$ cat src/rtl/id_ex_stage.sv
// ID/EX pipeline register with operand forwarding, ALU operand muxing and
// load-use hazard detection.
module id_ex_stage #(
    parameter int       XLEN   = 32,
    parameter int       FWD_EN = 1,
    parameter logic [3:0] NOP_OP = 4'd0
) (
    input  logic            clk,
    input  logic            rst_n,
    input  logic            stall_i,
    input  logic            flush_i,
    input  logic            id_valid,
    input  logic [XLEN-1:0] id_pc,
    input  logic [XLEN-1:0] id_rs1_data,
    input  logic [XLEN-1:0] id_rs2_data,
    input  logic [XLEN-1:0] id_imm,
    input  logic [4:0]      id_rs1,
    input  logic [4:0]      id_rs2,
    input  logic [4:0]      id_rd,
    input  logic [3:0]      id_alu_op,
    input  logic            id_src1_pc,
    input  logic            id_src2_imm,
    input  logic            id_reg_wr,
    input  logic            id_mem_rd,
    input  logic            id_mem_wr,
    input  logic [4:0]      mem_rd,
    input  logic            mem_reg_wr,
    input  logic [XLEN-1:0] mem_result,
    input  logic [4:0]      wb_rd,
    input  logic            wb_reg_wr,
    input  logic [XLEN-1:0] wb_result,
    output logic            load_use_o,
    output logic            ex_valid,
    output logic [XLEN-1:0] ex_pc,
    output logic [XLEN-1:0] alu_in1,
    output logic [XLEN-1:0] alu_in2,
    output logic [3:0]      alu_op,
    output logic [XLEN-1:0] ex_store_data,
    output logic [4:0]      ex_rd,
    output logic            ex_reg_wr,
    output logic            ex_mem_rd,
    output logic            ex_mem_wr
);

    localparam logic FwdOn = (FWD_EN != 0);

    logic            exValid_q,  exValid_d;
    logic [XLEN-1:0] exPc_q,     exPc_d;
    logic [XLEN-1:0] rs1Data_q,  rs1Data_d;
    logic [XLEN-1:0] rs2Data_q,  rs2Data_d;
    logic [XLEN-1:0] imm_q,      imm_d;
    logic [4:0]      rs1_q,      rs1_d;
    logic [4:0]      rs2_q,      rs2_d;
    logic [4:0]      rd_q,       rd_d;
    logic [3:0]      aluOp_q,    aluOp_d;
    logic            src1Pc_q,   src1Pc_d;
    logic            src2Imm_q,  src2Imm_d;
    logic            regWr_q,    regWr_d;
    logic            memRd_q,    memRd_d;
    logic            memWr_q,    memWr_d;

    logic [XLEN-1:0] fwdRs1;
    logic [XLEN-1:0] fwdRs2;

    // Pick the freshest value for each latched source: MEM beats WB, x0 is never forwarded
    always_comb begin
        fwdRs1 = rs1Data_q;
        fwdRs2 = rs2Data_q;
        if (FwdOn) begin
            if (mem_reg_wr && (mem_rd != 5'd0) && (mem_rd == rs1_q)) begin
                fwdRs1 = mem_result;
            end else if (wb_reg_wr && (wb_rd != 5'd0) && (wb_rd == rs1_q)) begin
                fwdRs1 = wb_result;
            end
            if (mem_reg_wr && (mem_rd != 5'd0) && (mem_rd == rs2_q)) begin
                fwdRs2 = mem_result;
            end else if (wb_reg_wr && (wb_rd != 5'd0) && (wb_rd == rs2_q)) begin
                fwdRs2 = wb_result;
            end
        end
    end

    // A load in EX whose result the ID instruction needs forces a one-cycle bubble
    assign load_use_o = exValid_q && memRd_q && (rd_q != 5'd0) && id_valid &&
                        ((rd_q == id_rs1) ||
                         ((rd_q == id_rs2) && (!id_src2_imm || id_mem_wr)));

    // Next-state selection: flush beats stall beats load-use bubble beats a normal load
    always_comb begin
        exValid_d = exValid_q;
        exPc_d    = exPc_q;
        rs1Data_d = rs1Data_q;
        rs2Data_d = rs2Data_q;
        imm_d     = imm_q;
        rs1_d     = rs1_q;
        rs2_d     = rs2_q;
        rd_d      = rd_q;
        aluOp_d   = aluOp_q;
        src1Pc_d  = src1Pc_q;
        src2Imm_d = src2Imm_q;
        regWr_d   = regWr_q;
        memRd_d   = memRd_q;
        memWr_d   = memWr_q;
        if (flush_i || (!stall_i && load_use_o)) begin
            exValid_d = 1'b0;
            regWr_d   = 1'b0;
            memRd_d   = 1'b0;
            memWr_d   = 1'b0;
            aluOp_d   = NOP_OP;
        end else if (stall_i) begin
            rs1Data_d = fwdRs1;
            rs2Data_d = fwdRs2;
        end else begin
            exValid_d = id_valid;
            exPc_d    = id_pc;
            rs1Data_d = id_rs1_data;
            rs2Data_d = id_rs2_data;
            imm_d     = id_imm;
            rs1_d     = id_rs1;
            rs2_d     = id_rs2;
            rd_d      = id_rd;
            aluOp_d   = id_alu_op;
            src1Pc_d  = id_src1_pc;
            src2Imm_d = id_src2_imm;
            regWr_d   = id_reg_wr && id_valid;
            memRd_d   = id_mem_rd && id_valid;
            memWr_d   = id_mem_wr && id_valid;
        end
    end

    // Pipeline register bank, cleared asynchronously to an empty NOP slot
    always_ff @(posedge clk or negedge rst_n) begin
        if (!rst_n) begin
            exValid_q <= 1'b0;
            exPc_q    <= '0;
            rs1Data_q <= '0;
            rs2Data_q <= '0;
            imm_q     <= '0;
            rs1_q     <= '0;
            rs2_q     <= '0;
            rd_q      <= '0;
            aluOp_q   <= NOP_OP;
            src1Pc_q  <= 1'b0;
            src2Imm_q <= 1'b0;
            regWr_q   <= 1'b0;
            memRd_q   <= 1'b0;
            memWr_q   <= 1'b0;
        end else begin
            exValid_q <= exValid_d;
            exPc_q    <= exPc_d;
            rs1Data_q <= rs1Data_d;
            rs2Data_q <= rs2Data_d;
            imm_q     <= imm_d;
            rs1_q     <= rs1_d;
            rs2_q     <= rs2_d;
            rd_q      <= rd_d;
            aluOp_q   <= aluOp_d;
            src1Pc_q  <= src1Pc_d;
            src2Imm_q <= src2Imm_d;
            regWr_q   <= regWr_d;
            memRd_q   <= memRd_d;
            memWr_q   <= memWr_d;
        end
    end

    assign ex_valid      = exValid_q;
    assign ex_pc         = exPc_q;
    assign alu_op        = aluOp_q;
    assign ex_rd         = rd_q;
    assign ex_reg_wr     = regWr_q;
    assign ex_mem_rd     = memRd_q;
    assign ex_mem_wr     = memWr_q;
    assign alu_in1       = src1Pc_q  ? exPc_q : fwdRs1;
    assign alu_in2       = src2Imm_q ? imm_q  : fwdRs2;
    assign ex_store_data = fwdRs2;

endmodule
$ cat config.mk
export PLATFORM = sky130hd
export DESIGN_NAME = id_ex_stage
export DESIGN_NICKNAME = d
export VERILOG_FILES = /design/src/rtl/id_ex_stage.sv
export SDC_FILE = /design/constraint.sdc
export NUM_CORES = 1
export LEC_CHECK = 0
export BUFFER_PORTS_ARGS = -buffer_cell sky130_fd_sc_hd__clkbuf_2
export CAP_MARGIN = 20
export CORE_MARGIN = 8
export CORE_UTILIZATION = 47
export CTS_BUF_LIST = sky130_fd_sc_hd__clkbuf_4
export DETAILED_ROUTE_END_ITERATION = 10
export GPL_TIMING_DRIVEN = 0
export PLACE_DENSITY = 0.77
export SYNTH_ARGS = -nofsm -noshare
export SYNTH_HDL_FRONTEND = slang
export SYNTH_SLANG_ARGS = --single-unit
$ cat constraint.sdc
create_clock -name clk -period 2.3 [get_ports clk]
set_input_delay 0.46 -clock clk [delete_from_list [all_inputs] [get_ports clk]]
set_output_delay 0.46 -clock clk [all_outputs]
set_load 0.005 [all_outputs]
==> metrics.txt, run 1 <==
PwrDens 612.2 nW/um^2; CP Class flop to output port; fill cell count 1570; Leakage 6.719 nW; Setup violations, final 101; io pins 375; wire per inst 25.97 um; Post-layout nets 1734; most frequent cells in the layout clkbuf_2 (358), dfrtp_1 (143), mux2_2 (105); CP endpoint kind output port; Synth cell types 47; synth warn 0; Rows 54; CTS max path bufs 2; Layout Skew 0.02577 ns; Startpoint Class flop; die span in y 165.0 um; Synth Instances 1016; Required @ worst endpoint 1.84 ns; GPL Wtd Cong 0.9260; largest cells by area after synthesis dfrtp_1 (37%), mux2_2 (12%), a31oi_4 (6.1%); number of synthesized register bits 153; Total Wirelength 46640 um; Antenna Nets Post-Route 0; max-cap violations 0; Critical Path AT 2.78 ns; combinational group share of total power 0.470; Worst-Skew Late Latency 0.60 ns; Post-synth EDFFs 0; Avg Vias per Cell 6.198; DRC viols 0; Slew @ Worst Pin 0.8108 ns; Seq/Total Area, Yosys 0.3671; Tmin final 3.238 ns; failing checks setup timing; first-pass GRT wire length 67010 um; layout cells sized above 1 0.6070; P&R area growth vs syn 51.37%; Syn Nets 1249; cts bufs inserted 17; final-report max-slew violation count 0; core box area 21820 sq um; status finished, violations left; Initial Util 0.4779; mapped cell area 10430 sq um; Net Sw Power 0.003844 W; post-synth top area cell dfrtp_1; H-tree depth 4; die area 27220 sq um; Reg power frac 0.360; Main synth FF type dfrtp_1; largest net degree at the start of global routing 103; Worst Path Max Fanout 8; Peak supply drop 360.3 uV; Total GRT Usage 0.3244; fmax 308.8 MHz; fin worst setup slack -0.9381 ns; Overall Power 0.009665 W; final hold vios 0; vias in the first global route 11563; Sw Share 0.3978; Die X 165.0 um; Clock Power Share 0.169; antenna violations before repair 3; fraction of registers with async set/reset 1.000; type of the worst min-delay path input port to flop; Util after Layout 0.7234; Rel. slew slack 0.4595; CTS tree built; hpwl dp 32750 um; post-synth top area share 0.3671; via count of the routed design 11132; DR iter-0 viols 1011; Int Pwr 0.005820 W; DRT Pass-1 Iters 6; Syn Area/Cell 10.27 sq um; Overflow after GRT 0; Root Driver clkbuf_4; Worst Hold Slack 0.06032 ns; clock-pin slew on the worst setup and hold paths 0.16 ns; most common cell after layout, fill and taps aside clkbuf_2; total clock sinks 153; IO buf count 373; fin crit share 1.408; RSZ-0062 raised after global routing true
registers in the layout (all words and copies together) (netlist names), 4 cells and up:
register and count:
alu_op 4, rs1_q 5, imm_q 32, rs2_q 5, ex_rd 5, ex_pc 32
rs1Data_q 32, rs2Data_q 32
synthesized netlist by cell type, types with 20 or more instances:
master,count
dfrtp_1,153
mux2_2,111
nor3_1,97
nand2_1,70
clkbuf_1,60
nor2_1,58
nand4_1,45
nand3b_1,44
o31ai_1,35
inv_1,33
a31oi_4,30
o31ai_2,29
buf_2,25
and3_1,22
o32ai_1,22
xnor2_1,22
a211oi_2,20
a221oi_2,20
logic make-up after synthesis:
family	count (synthesis)	synth area share
buffers and inverters	141	0.06418
AO/OA/AOI/OAI	208	0.2303
AND/OR/NAND/NOR	361	0.1804
XOR/XNOR	30	0.02519
multiplexers	123	0.1328
flip-flops	153	0.3671
power by group through the flow:
stage	logic (W)	clock network, W	registers [W]
5_1_grt	0.00480	0.00175	0.00352
2_1_floorplan	0.00193	0	0.00336
3_3_place_gp	0.00323	0	0.00340
3_5_place_dp	0.00329	0	0.00343
4_1_cts	0.00404	0.00165	0.00345
6_report	0.00454	0.00164	0.00348
critical path, cell delays in order, from the launching register on:
cell,delay (ns)
dfrtp_2,0.46
xor2_2,0.16
or3_4,0.54
clkbuf_16,0.23
o31ai_4,0.22
a31oi_4,0.15
mux2_2,0.30
clkbuf_2,0.12
final timing paths:
path | startpoint | endpoint | slack [ns] | cells after the start
max | rs2_q[4] | alu_in2[3] | -0.94 | 7
min | id_alu_op[0] | alu_op[0] | 0.06 | 2
max reg2reg | rs1_q[3] | rs1Data_q[13] | -0.06 | 10
min reg2reg | imm_q[28] | imm_q[28] | 0.52 | 1
max in group asynchronous | rst_n | rs2Data_q[25] | 1.03 | 3
min in group asynchronous | rst_n | rs2Data_q[8] | 0.34 | 2
metrics by stage:
stage | worst slack [ns] | instance area, sq um | setup TNS (ns) | instances
final | -0.9381 | 15790 | -78.11 | 1796
after global routing | -1.006 | 15790 | -88.14 | 1796
after CTS | -0.9263 | 14760 | -77.98 | 1759
after detailed placement | -1.056 | 12760 | -185.90 | 1671
after global placement | -2.114 | 12720 | -514.02 | 1669
after floorplan | -0.1834 | 10500 | -6.227 | 1016
final cells by class:
| type | instances | area, sq um | area share |
|---|---|---|---|
| multi-input combinational | 722 | 7322 | 0.4638 |
| sequential | 153 | 3841 | 0.2433 |
| timing repair buffer | 473 | 3068 | 0.1943 |
| buffer | 100 | 823.3 | 0.05215 |
| tap | 280 | 350.3 | 0.02219 |
| inverter | 34 | 132.6 | 0.008401 |
| clock buffer | 17 | 127.6 | 0.008084 |
| clock inverter | 15 | 117.6 | 0.007450 |
| antenna | 2 | 5.005 | 0.0003170 |
layer usage:
layer,vias to the layer above,routed length (um),track usage
met4,2,1722,0.1306
met5,-,12,0
li1,4819,-,-
met1,5524,17310,0.3845
met2,662,22980,0.5428
met3,125,4612,0.09621
what timing repair did:
action / in CTS / in global routing
buffers inserted: 56 / 33
endpoints found under the setup margin: 250 / 152
hold buffers: 1 / 0
hold endpoints to repair: 51 / 0
resized for setup: 228 / 156
pin swaps: 60 / 82
gates cloned: 5 / 5
Note: power is estimated with default switching activity, not from simulation.
==> run 2, diff against run 1 <==
--- a/config.mk
+++ b/config.mk
@@ -7,12 +7,13 @@
 export LEC_CHECK = 0
 export BUFFER_PORTS_ARGS = -buffer_cell sky130_fd_sc_hd__clkbuf_2
 export CAP_MARGIN = 20
+export CORE_ASPECT_RATIO = 0.6
 export CORE_MARGIN = 8
-export CORE_UTILIZATION = 47
+export CORE_UTILIZATION = 50
 export CTS_BUF_LIST = sky130_fd_sc_hd__clkbuf_4
 export DETAILED_ROUTE_END_ITERATION = 10
 export GPL_TIMING_DRIVEN = 0
-export PLACE_DENSITY = 0.77
+export PLACE_DENSITY = 0.78
 export SYNTH_ARGS = -nofsm -noshare
 export SYNTH_HDL_FRONTEND = slang
 export SYNTH_SLANG_ARGS = --single-unit
==> constraint.sdc (replaced) <==
create_clock -name clk -period 3.1 [get_ports clk]
set_input_delay 0.62 -clock clk [delete_from_list [all_inputs] [get_ports clk]]
set_output_delay 0.62 -clock clk [all_outputs]
set_load 0.005 [all_outputs]
==> run 2 against run 1 <==
  * The run still ends with setup timing left
  * Combinational power down 31%
  * Die area down 4.9%
  * Cell area down 4.7%
  * Cell count down 2.5%
  * Worst setup slack better by 0.62 ns
  * Power down 25%
  * Clock-buffer cell count unchanged
  * Clock power down 8%
==> metrics.txt, run 2 (synthesis gave the netlist of run 1 again) <==
status finished, violations left; failing checks setup timing; IO buf count 373 (unchanged); total clock sinks 153 (unchanged); CTS max path bufs 2 (unchanged); Leakage 6.347 nW (-5.5%); Reg power frac 0.360 (about the same); Initial Util 0.5033 (+0.02533); Worst-Skew Late Latency 0.62 ns (+0.02 ns); cells on worst reg2reg path 9 (-1); wire per inst 25.84 um (-0.48%); most frequent cells in the layout clkbuf_2 (349), dfrtp_1 (149), mux2_2 (100); WHS Path Cells 2 (unchanged); vias in the first global route 10726 (-7.2%); Startpoint Class flop; Layout Skew 0.01935 ns (-0.006424 ns); CTS tree built; Root Driver clkbuf_4; Die X 202.5 um (+23%); type of the worst min-delay path input port to flop; CP Class flop to output port; Worst Hold Slack 0.2107 ns (+0.1504 ns); Worst Path Max Fanout 10 (+2); combinational group share of total power 0.432 (-0.038); DR iter-0 viols 1025 (+1.4%); Total Wirelength 45250 um (-3.0%); fmax 292.7 MHz; io pins 375 (unchanged); Critical Path AT 2.80 ns (+0.02 ns); die area 25890 sq um (-4.9%); Sw Share 0.3809 (-0.01683); Post-layout nets 1691 (-2.5%); HP Start id_alu_op[2]; reg2reg end imm_q[29]; Antenna Nets Post-Route 0 (unchanged); fill cell count 1489 (-5.2%); final hold vios 0 (unchanged); Critical Path Slowest Stage Cell or3_4; final-report max-slew violation count 0 (unchanged); Tmin final 3.416 ns; via count of the routed design 10770 (-3.3%); Avg Vias per Cell 6.151 (-0.77%); GPL Wtd Cong 0.9642 (+4.1%); Overflow after GRT 0 (unchanged); Rel. slew slack 0.3265 (-0.1329); PwrDens 482.0 nW/um^2 (-21%); Final TNS setup -17.93 ns (+60.18 ns); Multi-input gate area 7098 sq um (-3.1%); register area 3834 sq um (-0.20%); max incr delay on CP 0.52 ns (-0.02 ns); clock-pin slew on the worst setup and hold paths 0.16 ns (about the same); Total GRT Usage 0.3346 (+0.01019); worst r2r src ex_rd[3]; Net Sw Power 0.002763 W (-28%); Rows 41 (-24%); Int Pwr 0.004490 W (-23%); fin worst setup slack -0.3160 ns (+0.6221 ns); worst path bufs/invs 2 (unchanged); P&R area growth vs syn 44.25%; core box area 20720 sq um (-5.0%); CP endpoint kind output port; hold path endpoint alu_op[2]; Required @ worst endpoint 2.48 ns (+0.64 ns); Setup violations, final 95 (-5.9%); Clock Power Share 0.208 (+0.039); hpwl dp 34380 um (+5.0%); worst-path cell chain xor2_2 -> or3_4 -> buf_12 -> o31ai_4 -> a31oi_4 -> mux2_2 -> clkbuf_2; DRT Pass-1 Iters 6 (unchanged); layout cells sized above 1 0.5656 (-0.04140); cts bufs inserted 17 (unchanged); R2R setup slack 0.20 ns (+0.26 ns); DRC viols 0 (unchanged); Peak supply drop 362.2 uV (+0.51%); antenna violations before repair 2 (-1); CP delay by family, top simple AND/OR/NAND/NOR gates; fin crit share 1.102; max-cap violations 0 (unchanged); RSZ-0062 raised after global routing true; first-pass GRT wire length 66270 um (-1.1%); H-tree depth 4 (unchanged); most common cell after layout, fill and taps aside clkbuf_2; Critical Path Start rs2_q[4]; die span in y 127.9 um (-22%); Slew @ Worst Pin 0.9996 ns (+0.1888 ns); largest net degree at the start of global routing 101 (-1.9%)
==> run 2: changes by cell type in the layout (fill, tap and decap cells not counted), sizes merged <==
cell	before	now
clkbuf	421	416
diode	2	1
bufinv	0	4
inv	38	39
buf	168	130
clkinvlp	2	3
clkinv	9	3
==> run 2: area by class of cell <==
class | instances | area share
Antenna cell | 1 | 0.0001663
Timing Repair Buffer | 429 | 0.1699
Sequential cell | 153 | 0.2548
Tap cell | 279 | 0.02320
Inverter | 34 | 0.008649
Clock buffer | 17 | 0.008482
Multi-Input combinational cell | 722 | 0.4718
Buffer | 101 | 0.04898
Clock inverter | 15 | 0.01405
==> run 2: per-stage QoR <==
stage	total power [W]	area (sq um)	setup WS, ns	utilization	std cells
floorplan	0.003893	10430	0.2967	-	1016
global placement	0.004897	12650	-1.386	0.6102	1668
detailed placement	0.004960	12680	-0.5727	0.6119	1669
CTS	0.006936	14360	-0.3158	0.6927	1723
global route	0.007561	15050	-0.3980	0.7260	1751
finish	0.007252	15050	-0.3160	0.7260	1751
==> run 2: worst max-delay path by stage <==
stage,end,cells after the start
6_report,alu_in2[23],7
5_1_grt,alu_in1[26],9
4_1_cts,alu_in2[4],7
3_5_place_dp,alu_in2[13],8
3_3_place_gp,ex_pc[9],1
2_1_floorplan,alu_in2[0],7
==> run 2: timing repair <==
item,4_1_cts,5_1_grt
gates cloned,3,4
hold endpoints to repair,53,0
endpoints found under the setup margin,97,99
resized for setup,194,119
hold buffers,1,0
setup buffers,24,25
pin swaps,43,60
==> run 2: routing by layer <==
layer	share of wire	vias to the layer above	track usage
li1	-	4745	-
met1	0.43	5313	0.4573
met2	0.44	634	0.4969
met3	0.12	76	0.1201
met4	0.022	2	0.08454
met5	0.00029	-	0
==> run 2: power by group through the flow <==
stage / sequential (W) / clock [W] / combinational [W]
2_1_floorplan: 0.00249 / 0 / 0.00140
3_3_place_gp: 0.00255 / 0 / 0.00235
3_5_place_dp: 0.00256 / 0 / 0.00240
4_1_cts: 0.00258 / 0.00152 / 0.00284
5_1_grt: 0.00264 / 0.00161 / 0.00331
6_report: 0.00261 / 0.00151 / 0.00314
